==> src/rtl/if_fetch_buffer.sv <==
// Instruction-fetch front end: issues one imem read per PC, queues returned
// instructions with their PCs in a 2-entry FIFO and drives the PC stall.
module if_fetch_buffer #(
   parameter int            W        = 32,
   parameter logic [W-1:0]  RESET_PC = '0
) (
   input  logic          clk,
   input  logic          rst,
   input  logic [W-1:0]  pc,
   input  logic          flush,
   output logic          pc_stall,
   output logic          imem_req_valid,
   output logic [W-1:0]  imem_req_addr,
   input  logic          imem_req_ready,
   input  logic          imem_resp_valid,
   input  logic [W-1:0]  imem_resp_data,
   output logic          id_valid,
   output logic [W-1:0]  id_inst,
   output logic [W-1:0]  id_pc,
   input  logic          id_ready
);

   localparam logic [1:0] S_IDLE = 2'd0;
   localparam logic [1:0] S_WAIT = 2'd1;
   localparam logic [1:0] S_DROP = 2'd2;

   logic [1:0]    r_state;
   logic [1:0]    w_state_nxt;
   logic [1:0]    r_count;
   logic          r_wptr;
   logic          r_rptr;
   logic [W-1:0]  r_inst [2];
   logic [W-1:0]  r_pc   [2];
   logic [W-1:0]  r_req_pc;

   logic          w_req_valid;
   logic          w_fire;
   logic          w_push;
   logic          w_pop;

   // Same-cycle reissue from WAIT only when the FIFO is empty, so a push can never overflow.
   assign w_req_valid = rst && !flush &&
                        ((r_state == S_IDLE && r_count < 2'd2) ||
                         (r_state == S_WAIT && imem_resp_valid && r_count == 2'd0));
   assign w_fire = w_req_valid && imem_req_ready;
   assign w_push = (r_state == S_WAIT) && imem_resp_valid && !flush;
   assign w_pop  = id_valid && id_ready && !flush;

   assign imem_req_valid = w_req_valid;
   assign imem_req_addr  = pc;
   assign pc_stall       = !rst || (!w_fire && !flush);

   assign id_valid = (r_count != 2'd0);
   assign id_inst  = r_inst[r_rptr];
   assign id_pc    = r_pc[r_rptr];

   always_comb begin
      w_state_nxt = r_state;
      case (r_state)
         S_IDLE: if (w_fire) w_state_nxt = S_WAIT;
         S_WAIT: begin
            if (flush)
               w_state_nxt = imem_resp_valid ? S_IDLE : S_DROP;
            else if (imem_resp_valid)
               w_state_nxt = w_fire ? S_WAIT : S_IDLE;
         end
         S_DROP: if (imem_resp_valid) w_state_nxt = S_IDLE;
         default: w_state_nxt = S_IDLE;
      endcase
   end

   always_ff @(posedge clk or negedge rst) begin
      if (!rst) begin
         r_state   <= S_IDLE;
         r_count   <= 2'd0;
         r_wptr    <= 1'b0;
         r_rptr    <= 1'b0;
         r_inst[0] <= '0;
         r_inst[1] <= '0;
         r_pc[0]   <= RESET_PC;
         r_pc[1]   <= RESET_PC;
      end else begin
         r_state <= w_state_nxt;
         if (flush) begin
            r_count <= 2'd0;
            r_wptr  <= 1'b0;
            r_rptr  <= 1'b0;
         end else begin
            if (w_push) begin
               r_inst[r_wptr] <= imem_resp_data;
               r_pc[r_wptr]   <= r_req_pc;
               r_wptr         <= ~r_wptr;
            end
            if (w_pop)
               r_rptr <= ~r_rptr;
            case ({w_push, w_pop})
               2'b10:   r_count <= r_count + 2'd1;
               2'b01:   r_count <= r_count - 2'd1;
               default: r_count <= r_count;
            endcase
         end
      end
   end

   // PC of the outstanding request; only meaningful while a request is in flight.
   always_ff @(posedge clk) begin
      if (w_fire)
         r_req_pc <= pc;
   end

endmodule

==> config.mk <==
export PLATFORM = sky130hd
export DESIGN_NAME = if_fetch_buffer
export DESIGN_NICKNAME = d
export VERILOG_FILES = /design/src/rtl/if_fetch_buffer.sv
export SDC_FILE = /design/constraint.sdc
export NUM_CORES = 1
export LEC_CHECK = 0
export ABC_AREA = 1
export CAP_MARGIN = 20
export CORE_ASPECT_RATIO = 1.4
export CORE_MARGIN = 2
export CORE_UTILIZATION = 47
export CTS_BUF_LIST = sky130_fd_sc_hd__clkbuf_8
export CTS_CLUSTER_SIZE = 40
export DETAILED_ROUTE_END_ITERATION = 7
export PLACE_DENSITY_LB_ADDON = 0.25
export RECOVER_POWER = 25
export SLEW_MARGIN = 5
export SYNTH_ARGS = -nofsm -noshare
export SYNTH_HDL_FRONTEND = slang
export SYNTH_SLANG_ARGS = --single-unit
==> constraint.sdc <==
create_clock -name clk -period 1.8 [get_ports clk]
set_clock_uncertainty 0.1 [all_clocks]
set_input_delay 0.36 -clock clk [delete_from_list [all_inputs] [get_ports clk]]
set_output_delay 0.36 -clock clk [all_outputs]
set_load 0.02 [all_outputs]
==> results.md, run 1 <==
- Worst reg2reg path endpoint: r_pc[24]$_DFFE_PN0P_
- Combined area of all synthesized cells: 0.00722 mm2
- Number of buffers inserted during clock tree synthesis: 17
- Utilization after layout: about two thirds
- Wire length of the first global-routing pass: between 20000 and 30000 um
- Library cell with the largest summed area after synthesis: sky130_fd_sc_hd__dfrtp_1
- Post-route total power: 13200 uW
- Max-Slew Margin vs Limit: 19.4%
- Overall global routing resource usage: a little over a fifth
- Depth of the CTS H-tree: 4
- Max Clock Freq: 493 MHz
- Slowest cell on the critical path: sky130_fd_sc_hd__dfrtp_1
- WL final: around 17000 um
- Die width: about 110 um
- Largest buffer count on any clock path: 2
- Dominant synthesized flop cell: sky130_fd_sc_hd__dfrtp_1
- Type of destination of the critical path: primary output
- Worst-Skew Late Latency: 0.45 ns
- MaxCap Viol Count: 0
- Avg Synthesized Cell Area: 8.95 um2
- Area delta synth->final: 37.4%
- Data required time of the worst path: 1.34 ns
- Power density normalized to cell area: 1330 mW/mm2
- Post-detailed-placement half-perimeter wirelength: 11000 um
- Share of final-layout standard cells stronger than drive strength 1: 22.2%
- Unrepaired setup endpoints after global routing: yes
- Final global-route overflow total: 0
- Slowest stage delay, CP: around 0.41 ns
- Async set-or-reset flop fraction in the synthesized netlist: roughly four fifths
- Buffers plus inverters on the worst setup path: 4
- Hold Crit Class: in -> async
- Ranking of synthesized cells by area: sky130_fd_sc_hd__dfrtp_1 (46%), sky130_fd_sc_hd__nand2_1 (14%), sky130_fd_sc_hd__edfxtp_1 (13%), sky130_fd_sc_hd__o21ai_0 (9.1%), sky130_fd_sc_hd__buf_4 (4.8%)
- Number of global-route vias before repair: between 5000 and 6000
- Static leakage: 0.00488 uW
- Clock root cell: sky130_fd_sc_hd__clkbuf_8
- Max rail drop VDD: ~650 uV
- Post-synth top area share: approximately 46%
- Cells after Synth: 807
- Setup ws final: -0.230 ns
- Signal arrival time at the worst endpoint: 1.57 ns
- First-iteration detailed-routing DRC count: around 300
- Number of library cell types mapped by synthesis: 17
- Count of nets left with antenna violations after detail routing: 0
- CP cell instances: clkinv_4, buf_4, buf_16, nand2_1, o21ai_0, buf_4
- Initial core utilization: about 48%
- Most frequent cell after synthesis: sky130_fd_sc_hd__nand2_1
- Final Setup Violations: 66
- Setup Crit Path Kind: reg -> out
- Via count: 5918
- Number of endpoints with negative hold slack in the final report: 0
- Worst Hold Slack: between 0.2 and 0.3 ns
- Standard-cell rows: 53
- Count of inserted antenna diode cells: 0
- Weighted congestion at the end of routability-driven global placement: 0.757
- Yosys Warn Count: 0
- Antenna violations before repair: 0
- Largest net degree at the start of global routing: 135
- Total of buffers placed on input and output ports: 168
- Sequential-to-total area share from yosys stat: about three fifths
- Worst R2R Start: r_state[0]$_DFFE_PN0P_
- Total of flip-flops plus latches after synthesis: 166
- Average routed wire per standard cell: 14.2 um
- R2R depth: 9
- Startpoint of the worst setup timing path: r_rptr$_DFFE_PN0P_
- Clock net sink count: 166
- Period utilisation layout: 113%
- Crit-path most repeated cell: sky130_fd_sc_hd__buf_4
- Post-Synthesis Net Count: between 800 and 900
- Detailed-route DRC error count: 0
- Vertical die dimension: 151 um
- Maximum fanout count along the critical path: 7
- Placeable Area: ~0.015 mm2
- Cell type group with the largest total delay on the critical path: buffers and inverters
- R2r setup slk: 0.11 ns
- Count of TritonRoute iterations in the first routing pass: 6
- Final max-slew violation count: 0
- Most numerous cell types in the synthesized netlist: sky130_fd_sc_hd__nand2_1 (268), sky130_fd_sc_hd__dfrtp_1 (134), sky130_fd_sc_hd__o21ai_0 (131)
- Clock tree from TritonCTS: yes
- Transition time of the tightest slew-check pin: 1.21 ns
- Final Critical Period: just over 2 ns
- Routed via count divided by cell count: 4.98
- Boundary Pins: around 170
- Die Outline Area: 0.0164 mm2
- Nets: between 1000 and 1500
- Post-synth EDFFs: 32
- Type of element launching the critical path: flop
- Clock transition at the registers of the reported paths: 0.08 ns
- Violated checks: negative setup slack
- Status: finished with violations
==> stage by stage <==
stage               setup WS (ns)  TNS, ns  instance area [um2]  cells
floorplan                 0.00568        0                 7230    807
global placement           -0.377   -43.73                 9310   1147
detailed placement         -0.390   -46.57                 9310   1147
CTS                        -0.272   -13.73                 9770   1185
global route               -0.326   -17.53                 9930   1189
finish                     -0.230   -11.47                 9930   1189
==> what timing repair did <==
item                                    in CTS  in global routing
setup buffers                                6                  4
hold buffers                                 0                  0
resized for setup                          516                 34
pin swaps                                    6                  4
endpoints found under the setup margin      99                 67
cloned                                       1                  1
==> area by class of cell <==
type / count / area, um2
fill: 1259 / 5130
sequential: 166 / 4310
timing repair buffer: 240 / 2320
multi-input combinational: 484 / 2320
inverter: 76 / 294
clock buffer: 19 / 262
tap: 192 / 240
clock inverter: 12 / 178
==> cells in the final DEF (no fill, tap or decap), drive strengths merged <==
master,instances
a21oi,3
buf,137
bufinv,4
clkbuf,22
clkdlybuf4s50,37
clkinv,5
clkinvlp,2
dfrtp,134
dlygate4sd2,32
dlygate4sd3,31
edfxtp,32
inv,77
nand2,268
nand3,70
nand3b,1
nor2,8
nor3,1
o21ai,131
o31ai,1
xor2,1
==> sequential cells by signal (all words and copies together), names as in the netlist <==
register and cells:
r_req_pc 32, r_state 2, r_inst 64, r_pc 64
r_wptr 1, r_rptr 1, r_count 2
==> layer usage <==
metal | GRT usage [%] | wire length (um)
met5 | 0 | 0
met4 | 8.65 | 432
met3 | 4.63 | 732
met2 | 35.7 | 8860
met1 | 26.3 | 6880
==> power breakdown <==
group	internal, uW	leakage [uW]	switching [uW]
Clock	1580	0.000224	1360
Combinational	2290	0.00289	2860
Sequential	4660	0.00177	417
==> worst register-to-register path: stages (launching register included) <==
cell                      delay [ns]
sky130_fd_sc_hd__dfrtp_1        0.36
sky130_fd_sc_hd__buf_4          0.11
sky130_fd_sc_hd__buf_4          0.09
sky130_fd_sc_hd__buf_4          0.10
sky130_fd_sc_hd__nand3_2        0.14
sky130_fd_sc_hd__nor3_4         0.18
sky130_fd_sc_hd__buf_4          0.20
sky130_fd_sc_hd__buf_12         0.19
sky130_fd_sc_hd__nand2_1        0.09
sky130_fd_sc_hd__o21ai_0        0.08
==> cells by family (layout without fill, tap and decap cells) <==
logic type,after synthesis,in the layout,synth area share [%]
flip-flops,166,166,59.7
AND/OR/NAND/NOR,348,348,19.5
AO/OA/AOI/OAI,135,135,9.39
buffers and inverters,157,347,11.3
XOR/XNOR,1,1,0.121
==> worst max path at each step <==
| stage | endpoint | slack (ns) | cells past startpoint |
|---|---|---|---|
| after global placement | pc_stall | -0.38 | 7 |
| after floorplan | id_pc[22] | 0.006 | 5 |
| after CTS | id_pc[3] | -0.27 | 5 |
| after global routing | id_pc[7] | -0.33 | 5 |
| final | id_inst[29] | -0.23 | 6 |
| after detailed placement | pc_stall | -0.39 | 7 |
(Power assumes the default switching activity.)
==> inputs of run 2 (changes only) <==
Settings changed: GPL_ROUTABILITY_DRIVEN set to 0.
==> results of run 2 <==
Same layout as run 1: the final DEF is identical, and so are final timing and power.
